File: config.mk
export PLATFORM = sky130hd
export DESIGN_NAME = crtc_gen2
export DESIGN_NICKNAME = d
export VERILOG_FILES = /design/src/rtl/crtc_gen2.sv
export SDC_FILE = /design/constraint.sdc
export NUM_CORES = 1
export LEC_CHECK = 0
export BUFFER_PORTS_ARGS = -buffer_cell sky130_fd_sc_hd__buf_2
export CAP_MARGIN = 20
export CORE_MARGIN = 2
export CORE_UTILIZATION = 53
export CTS_CLUSTER_DIAMETER = 80
export CTS_CLUSTER_SIZE = 10
export DETAILED_ROUTE_END_ITERATION = 12
export PLACE_DENSITY = 0.84
export SLEW_MARGIN = 20
export SYNTH_ARGS = -nofsm -noshare
export SYNTH_HDL_FRONTEND = slang
export SYNTH_SLANG_ARGS = --single-unit
File: constraint.sdc
create_clock -name clk -period 3.3 [get_ports clk]
set_input_delay 0.33 -clock clk [delete_from_list [all_inputs] [get_ports clk]]
set_output_delay 0.33 -clock clk [all_outputs]
set_load 0.005 [all_outputs]
File: src/rtl/crtc_gen2.sv
// 6845-style CRT controller: ISA register file, raster counters, sync, cursor and light-pen latch.
// Sync/counters advance on divclk; display_enable/cursor optionally skewed 1-2 characters.
module crtc_gen2 #(
    parameter int         H_W       = 8,
    parameter int         V_W       = 7,
    parameter int         RA_W      = 5,
    parameter int         MA_W      = 14,
    parameter logic [7:0] R0_INIT   = 8'd0,
    parameter logic [7:0] R1_INIT   = 8'd0,
    parameter logic [7:0] R2_INIT   = 8'd0,
    parameter logic [7:0] R3_INIT   = 8'd0,
    parameter logic [7:0] R4_INIT   = 8'd0,
    parameter logic [7:0] R5_INIT   = 8'd0,
    parameter logic [7:0] R6_INIT   = 8'd0,
    parameter logic [7:0] R7_INIT   = 8'd0,
    parameter logic [7:0] R8_INIT   = 8'd0,
    parameter logic [7:0] R9_INIT   = 8'd0,
    parameter logic [7:0] R10_INIT  = 8'd0,
    parameter logic [7:0] R11_INIT  = 8'd0
) (
    input  logic            clk,
    input  logic            rst_n,
    input  logic            divclk,
    input  logic            cs,
    input  logic            a0,
    input  logic            write,
    input  logic            read,
    input  logic [7:0]      bus,
    output logic [7:0]      bus_out,
    input  logic            lock,
    input  logic            lpen_strobe,
    output logic            hsync,
    output logic            vsync,
    output logic            display_enable,
    output logic            cursor,
    output logic [MA_W-1:0] mem_addr,
    output logic [RA_W-1:0] row_addr,
    output logic            line_reset,
    output logic            field
);

    logic [4:0]      addr_q;
    logic [H_W-1:0]  r0, r1, r2;
    logic [7:0]      r3;
    logic [V_W-1:0]  r4, r6, r7;
    logic [RA_W-1:0] r5, r9, r10_start, r11;
    logic [1:0]      r10_blink, r8_skew;
    logic            r8_ilace;
    logic [MA_W-1:0] start_addr, cursor_addr, lpen_addr;

    logic [H_W-1:0]  h_count, h_next;
    logic [V_W-1:0]  v_row, v_next;
    logic [RA_W-1:0] ra;
    logic [RA_W:0]   ra_end;
    logic [MA_W-1:0] ma_row;
    logic [4:0]      blink_cnt, hs_cnt, vs_cnt, hs_width, vs_width;
    logic            hdisp, vdisp, h_wrap, last_row, row_done, frame_end;
    logic            de_raw, cur_raw, blink_ok, de_d1, de_d2, cur_d1, cur_d2;
    logic            lp_s1, lp_s2, lp_s3;
    logic [7:0]      sel_val;

    always_ff @(posedge clk) begin
        if (!rst_n) begin
            addr_q      <= '0;
            r0          <= H_W'(R0_INIT);
            r1          <= H_W'(R1_INIT);
            r2          <= H_W'(R2_INIT);
            r3          <= R3_INIT;
            r4          <= V_W'(R4_INIT);
            r5          <= RA_W'(R5_INIT);
            r6          <= V_W'(R6_INIT);
            r7          <= V_W'(R7_INIT);
            r8_ilace    <= R8_INIT[0];
            r8_skew     <= R8_INIT[5:4];
            r9          <= RA_W'(R9_INIT);
            r10_start   <= RA_W'(R10_INIT[4:0]);
            r10_blink   <= R10_INIT[6:5];
            r11         <= RA_W'(R11_INIT);
            start_addr  <= '0;
            cursor_addr <= '0;
            lpen_addr   <= '0;
            lp_s1       <= 1'b0;
            lp_s2       <= 1'b0;
            lp_s3       <= 1'b0;
        end else begin
            lp_s1 <= lpen_strobe;
            lp_s2 <= lp_s1;
            lp_s3 <= lp_s2;
            if (lp_s2 && !lp_s3)
                lpen_addr <= mem_addr;
            if (cs && write) begin
                if (!a0)
                    addr_q <= bus[4:0];
                else if (!(lock && addr_q <= 5'd9)) begin
                    case (addr_q)
                        5'd0:  r0 <= bus[H_W-1:0];
                        5'd1:  r1 <= bus[H_W-1:0];
                        5'd2:  r2 <= bus[H_W-1:0];
                        5'd3:  r3 <= bus;
                        5'd4:  r4 <= bus[V_W-1:0];
                        5'd5:  r5 <= bus[RA_W-1:0];
                        5'd6:  r6 <= bus[V_W-1:0];
                        5'd7:  r7 <= bus[V_W-1:0];
                        5'd8:  begin r8_ilace <= bus[0]; r8_skew <= bus[5:4]; end
                        5'd9:  r9 <= bus[RA_W-1:0];
                        5'd10: begin r10_start <= bus[RA_W-1:0]; r10_blink <= bus[6:5]; end
                        5'd11: r11 <= bus[RA_W-1:0];
                        5'd12: start_addr[MA_W-1:8]  <= bus[MA_W-9:0];
                        5'd13: start_addr[7:0]       <= bus;
                        5'd14: cursor_addr[MA_W-1:8] <= bus[MA_W-9:0];
                        5'd15: cursor_addr[7:0]      <= bus;
                        default: ;
                    endcase
                end
            end
        end
    end

    always_comb begin
        sel_val = 8'h00;
        case (addr_q)
            5'd0:  sel_val = 8'(r0);
            5'd1:  sel_val = 8'(r1);
            5'd2:  sel_val = 8'(r2);
            5'd3:  sel_val = r3;
            5'd4:  sel_val = 8'(r4);
            5'd5:  sel_val = 8'(r5);
            5'd6:  sel_val = 8'(r6);
            5'd7:  sel_val = 8'(r7);
            5'd8:  sel_val = {2'b00, r8_skew, 3'b000, r8_ilace};
            5'd9:  sel_val = 8'(r9);
            5'd10: sel_val = {1'b0, r10_blink, 5'(r10_start)};
            5'd11: sel_val = 8'(r11);
            5'd12: sel_val = 8'(start_addr[MA_W-1:8]);
            5'd13: sel_val = start_addr[7:0];
            5'd14: sel_val = 8'(cursor_addr[MA_W-1:8]);
            5'd15: sel_val = cursor_addr[7:0];
            5'd16: sel_val = 8'(lpen_addr[MA_W-1:8]);
            5'd17: sel_val = lpen_addr[7:0];
            default: sel_val = 8'h00;
        endcase
    end

    assign bus_out = (cs && read) ? sel_val : 8'h00;

    // The last character row is stretched by R5 scanlines, plus one on odd interlace fields.
    assign h_wrap    = (h_count == r0);
    assign h_next    = h_wrap ? '0 : h_count + 1'b1;
    assign last_row  = (v_row == r4);
    assign ra_end    = last_row ? ({1'b0, r9} + {1'b0, r5} + {{RA_W{1'b0}}, r8_ilace & field})
                                : {1'b0, r9};
    assign row_done  = ({1'b0, ra} == ra_end);
    assign frame_end = row_done && last_row;
    assign v_next    = frame_end ? '0 : v_row + 1'b1;
    assign hs_width  = {r3[3:0] == 4'd0, r3[3:0]};
    assign vs_width  = {r3[7:4] == 4'd0, r3[7:4]};

    always_ff @(posedge clk) begin
        if (!rst_n) begin
            h_count   <= '0;
            v_row     <= '0;
            ra        <= '0;
            ma_row    <= '0;
            blink_cnt <= '0;
            field     <= 1'b0;
            hdisp     <= 1'b1;
            vdisp     <= 1'b1;
            hsync     <= 1'b0;
            vsync     <= 1'b0;
            hs_cnt    <= '0;
            vs_cnt    <= '0;
            de_d1     <= 1'b0;
            de_d2     <= 1'b0;
            cur_d1    <= 1'b0;
            cur_d2    <= 1'b0;
        end else if (divclk) begin
            h_count <= h_next;
            de_d1   <= de_raw;
            de_d2   <= de_d1;
            cur_d1  <= cur_raw;
            cur_d2  <= cur_d1;

            if (h_wrap)
                hdisp <= 1'b1;
            else if (h_next == r1)
                hdisp <= 1'b0;

            if (h_next == r2 && r2 <= r0) begin
                hsync  <= 1'b1;
                hs_cnt <= 5'd1;
            end else if (hsync) begin
                if (hs_cnt == hs_width)
                    hsync <= 1'b0;
                else
                    hs_cnt <= hs_cnt + 1'b1;
            end

            if (h_wrap) begin
                ra <= row_done ? '0 : ra + 1'b1;
                if (row_done) begin
                    v_row <= v_next;
                    if (frame_end) begin
                        vdisp     <= 1'b1;
                        field     <= r8_ilace ? ~field : 1'b0;
                        blink_cnt <= blink_cnt + 1'b1;
                    end else if (v_next == r6) begin
                        vdisp <= 1'b0;
                    end
                end

                if (frame_end)
                    ma_row <= '0;
                else if (ra == r9)
                    ma_row <= ma_row + MA_W'(r1);

                if (row_done && v_next == r7 && r7 <= r4) begin
                    vsync  <= 1'b1;
                    vs_cnt <= 5'd1;
                end else if (vsync) begin
                    if (vs_cnt == vs_width)
                        vsync <= 1'b0;
                    else
                        vs_cnt <= vs_cnt + 1'b1;
                end
            end
        end
    end

    assign mem_addr   = start_addr + ma_row + MA_W'(h_count);
    assign row_addr   = ra;
    assign line_reset = h_wrap;
    assign de_raw     = hdisp && vdisp;

    always_comb begin
        blink_ok = 1'b1;
        case (r10_blink)
            2'b00: blink_ok = 1'b1;
            2'b01: blink_ok = 1'b0;
            2'b10: blink_ok = blink_cnt[3];
            2'b11: blink_ok = blink_cnt[4];
            default: blink_ok = 1'b1;
        endcase
    end

    assign cur_raw = (mem_addr == cursor_addr) && (ra >= r10_start) && (ra <= r11)
                     && de_raw && blink_ok;

    // Skew 3 is the 6845 "no output" setting, so the cursor is suppressed along with the display.
    always_comb begin
        display_enable = de_raw;
        cursor         = cur_raw;
        case (r8_skew)
            2'd1: begin display_enable = de_d1; cursor = cur_d1; end
            2'd2: begin display_enable = de_d2; cursor = cur_d2; end
            2'd3: begin display_enable = 1'b0;  cursor = 1'b0;   end
            default: ;
        endcase
    end

endmodule

# Word-level counts from Yosys, hierarchy flattened
# Cells that the tools add are included.
# totals
reg_bits	186
input_bits	17
elab_cells	171
# op_classes
add_sub_neg	11
n_lt_le_gt_ge	5
eq_ne	36
mux	28
n_bitwise	4
reduce_logical	48
# ops
cell	count
8-bit case mux with 18 select lines	1
4-bit AND reduction	19
5-bit by 4-bit == test with 1-bit output, second input constant	8
5-bit 2-to-1 mux	7
14-bit by 8-bit adder with 14-bit output	2
14-bit 2-to-1 mux	2
8-bit == test	3
7-bit == test	3
5-bit by 1-bit adder with 5-bit output, second input constant	4
5-bit by 3-bit == test with 1-bit output, second input constant	4
8-bit 2-to-1 mux	2
5-bit == test	3
14-bit adder	1
14-bit == test	1
1-bit logical AND	13
1-bit 2-to-1 mux	11
5-bit by 2-bit == test with 1-bit output, second input constant	2
5-bit == test, second input constant	2
2-bit nonzero test	5
3-bit AND reduction	3
8-bit by 1-bit adder with 8-bit output, second input constant	1
2-bit == test, second input constant	4
8-bit <= comparator	1
4-bit logical NOT	2
other kinds (21)	28

# Logic depth before layout (Yosys ltp)
# logic_depth
depth_word	11
depth_mapped	13

# Worst setup path after synthesis
# OpenSTA, ideal clock, no wires.
# synth_timing
path_kind	register to output
start	register h_count[1]
end	output port cursor
t_arrival_ps	3151
t_required_ps	2970
slack_ps	-181
stages_incl_launch_ff	13
path_buffers	0
cell_sequence	dfxtp_1 fa_1 ha_1 fa_1 a21o_1 a21oi_1 o21ai_0 a21oi_1 xnor3_1 nor4_1 nand4b_1 nor4_1 a31o_2
# synth_between
elab_chain_cells	7
# synth_rtl
element	line	text
from (decl)	51	logic [H_W-1:0] h_count, h_next;
from (signal assigned)	177	h_count <= h_next;
14-bit by 8-bit adder with 14-bit output	229	assign mem_addr = start_addr + ma_row + MA_W'(h_count);
14-bit == test	245	assign cur_raw = (mem_addr == cursor_addr) && (ra >= r10_start) && (ra <= r11)
1-bit logical AND (2 in a row)	245	
1-bit logical AND (2 in a row)	246	&& de_raw && blink_ok;
1-bit case mux with 3 select lines	252	case (r8_skew)
to (decl)	35	output logic cursor,
# Every way passes these cells.

# Worst setup path after layout
# layout_timing
start	register ma_row[1]
end	output port cursor
# layout_between
elab_chain_cells	8
# layout_rtl
element	line	text
from (decl)	55	logic [MA_W-1:0] ma_row;
from (signal assigned)	214	ma_row <= ma_row + MA_W'(r1);
14-bit adder	229	
14-bit by 8-bit adder with 14-bit output	229	
14-bit == test	245	
1-bit logical AND (2 in a row)	245	
1-bit logical AND (2 in a row)	246	
1-bit case mux with 3 select lines	252	
# Every way passes these cells.

==> metrics.md <==
| Metric | Value |
|---|---|
| Root Buffer | `clkbuf_16` |
| CTS Buffer Depth | `2` |
| Inst Count DP | `1,706` |
| Fin area | `13,700 um2` |
| Die Ht | `151 um` |
| Worst Hold Class | `in -> reg` |
| EDFF count, synth | `0` |
| Period utilisation layout | `1.24` |
| Syn Inst Count | `1,337` |
| CP Max Fanout | `2` |
| Post-CTS Hold Fix Bufs | `0` |
| Via-to-Cell Ratio | `6.44` |
| Layout area overhead | `19.7%` |
| Fraction of layout cells with a size suffix above 1 | `0.196` |
| Min Clock Period, post-route | `4.09 ns` |
| PD cells | `362 nW/um2` |
| Max Transition Viols Final | `0` |
| Most common cell after layout, fill and taps aside | `nor2_1` |
| Clk slew on worst S/H paths | `0.07 ns` |
| Die width | `151 um` |
| Post-synthesis sequential area ratio | `0.326` |
| CTS tree | `yes` |
| Seq cells post-synth | `186` |
| Diodes inserted | `0` |
| Via count | `11,300` |
| Post-Synthesis Cell Area | `11,400 um2` |
| Post-synth ARST share | `0` |
| Max-Cap Viols | `0` |
| Setup CP Type | `reg -> out` |
| Initial DRC Count | `1,528` |
| GR Overflow Total | `0` |
| Post-Syn Nets | `1,425` |
| Unrepaired setup endpoints after global routing | `true` |
| Ranking of synthesized cells by area | `dfxtp_1 (33%), mux2i_1 (10%), ha_1 (6.6%)` |
| Max_slew headroom | `0.419` |
| Vias in the first global route | `10,300` |
| Hold Fails Final Rpt | `0` |
| Number of detailed-route iterations in the first pass | `9` |
| Synth Flop Type | `dfxtp_1` |
| Sum Neg Setup Slack | `-1.74 ns` |
| Fmax | `245 MHz` |
| DRC | `0` |
| Final net count | `1,557` |
| Worst Setup End Kind | `output port` |
| Syn Area/Cell | `8.54 um2` |
| Distinct cells, synth | `79` |
| DP Worst Slack | `-0.311 ns` |
| Worst-skew pair later-pin latency | `0.45 ns` |
| Global placement routability congestion | `1.00` |
| GRT Util Overall | `0.335` |
| First-pass GRT wire length | `57,800 um` |
| Crit path DAT | `3.76 ns` |
| Core Area | `21,100 um2` |
| Leak Pwr | `5.53 nW` |
| Detailed placement HPWL | `27,200 um` |
| Startpoint types | `register` |
| Num CTS Buffers | `17` |
| Setup WS post-layout | `-0.785 ns` |
| Data required, critical path | `2.97 ns` |
| Initial antenna violation count | `0` |
| DP Area | `12,600 um2` |
| Outcome | `finished with violations` |
| Final Skew | `0.0139 ns` |
| Violated checks | `negative setup slack` |
| # rows | `53` |
| I/O pin cnt | `50` |
| Number of clock sinks | `186` |
| H-tree levels | `4` |
| Yosys warning total | `0` |
| Slew @ Worst Pin | `0.865 ns` |
| Yosys top cell by area | `dfxtp_1` |
| Routed Antenna Nets | `0` |
| Number of setup violations in the final report | `8` |
| Port bufs | `49` |
| Initial core utilization | `0.542` |
| Largest net degree at the start of global routing | `119` |
| Finished Layout Cells | `1,757` |
| Max VDD drop | `0.327 mV` |
| DRT Wirelength | `38,700 um` |
| Most frequent cells in the layout | `nor2_1 (183), dfxtp_1 (180), mux2i_1 (116), buf_4 (116), nand2_1 (95)` |
| Die area | `22,700 um2` |
| Top cell type's share of synthesized area | `0.326` |
| Routed len/inst | `22.0 um` |
[sequential cells by signal (all words and copies together), names as in the netlist, 7 cells and up]
name / flops
r6: 7
lpen_addr: 14
r4: 7
r0: 8
ma_row: 14
start_addr: 14
r3: 8
r2: 8
v_row: 7
r7: 7
cursor_addr: 14
r1: 8
h_count: 8
[worst paths after layout]
check            to  cells after the start   startpoint  slack, ns
max          cursor                     14    ma_row[1]      -0.79
min           lp_s1                      2  lpen_strobe       0.09
max reg2reg  cur_d1                     14    ma_row[1]      -0.26
min reg2reg   lp_s2                      1        lp_s1       0.45
[synth_stat cells, types with 11 or more instances]
cell / count
dfxtp_1: 186
nor2_1: 185
mux2i_1: 116
nand2_1: 96
a21oi_1: 82
ha_1: 60
xnor2_1: 51
clkbuf_1: 47
inv_1: 46
nand3_1: 44
xor2_1: 44
a22oi_1: 37
o21ai_0: 33
nor3_1: 29
nor4_1: 22
nand4_1: 20
and3_1: 15
nor2b_1: 12
or3_1: 12
fa_1: 11
[critical path: stages, from the launching register on]
cell,delay [ns]
dfxtp_2,0.34
fa_1,0.50
ha_2,0.22
fa_2,0.34
a21o_1,0.17
a21oi_2,0.16
buf_4,0.14
o21ai_1,0.07
a21oi_2,0.15
xnor3_1,0.28
nor4_2,0.30
nand4b_1,0.14
nor4_2,0.19
a31o_2,0.20
buf_2,0.10
[where the power goes]
| group | total, W | switching (W) | internal [W] |
|---|---|---|---|
| Sequential | 0.00231 | 0.0000353 | 0.00228 |
| Combinational | 0.000584 | 0.000376 | 0.000207 |
| Clock | 0.00205 | 0.000965 | 0.00109 |
| Total | 0.00495 | 0.00138 | 0.00357 |
[layer usage]
layer  share of wire  GRT usage  vias to the layer above
met5               0          0                        -
met2            0.44      0.530                      711
met3            0.11     0.0726                      128
met1            0.40      0.446                     5394
met4           0.045      0.136                        0
li1                -          -                     5076
[area by class of cell]
type | count | area (um2)
fillers | 1658 | 7410
clock buffers | 20 | 457
repair buffers | 173 | 1240
inverters | 47 | 179
flip-flops and latches | 186 | 3730
multi-input cells | 1044 | 7610
well taps | 275 | 344
clock inverters | 12 | 113
[kinds of logic after synthesis]
| kind of cell | Yosys count | share of synthesized area |
|---|---|---|
| simple gates | 490 | 0.208 |
| compound gates | 263 | 0.157 |
| flops | 186 | 0.326 |
| mux | 118 | 0.104 |
| buf+inv | 108 | 0.0371 |
| xor+xnor | 101 | 0.0837 |
| fa+ha+maj | 71 | 0.0850 |
[stage by stage]
step,util,power (W),hold slack [ns]
6_report,0.649,0.00495,0.0899
2_1_floorplan,-,0.00267,0.412
4_1_cts,0.633,0.00490,0.0851
5_1_grt,0.649,0.00506,0.0906
3_5_place_dp,0.597,0.00288,0.428
3_3_place_gp,0.597,0.00287,0.431
[repair_timing]
item	in CTS	in global routing
setup endpoints to repair	33	37
cloned	1	1
gates resized for setup	32	49
setup buffers	6	11
pin swaps	27	31
Power figures use the tool's default switching activity.
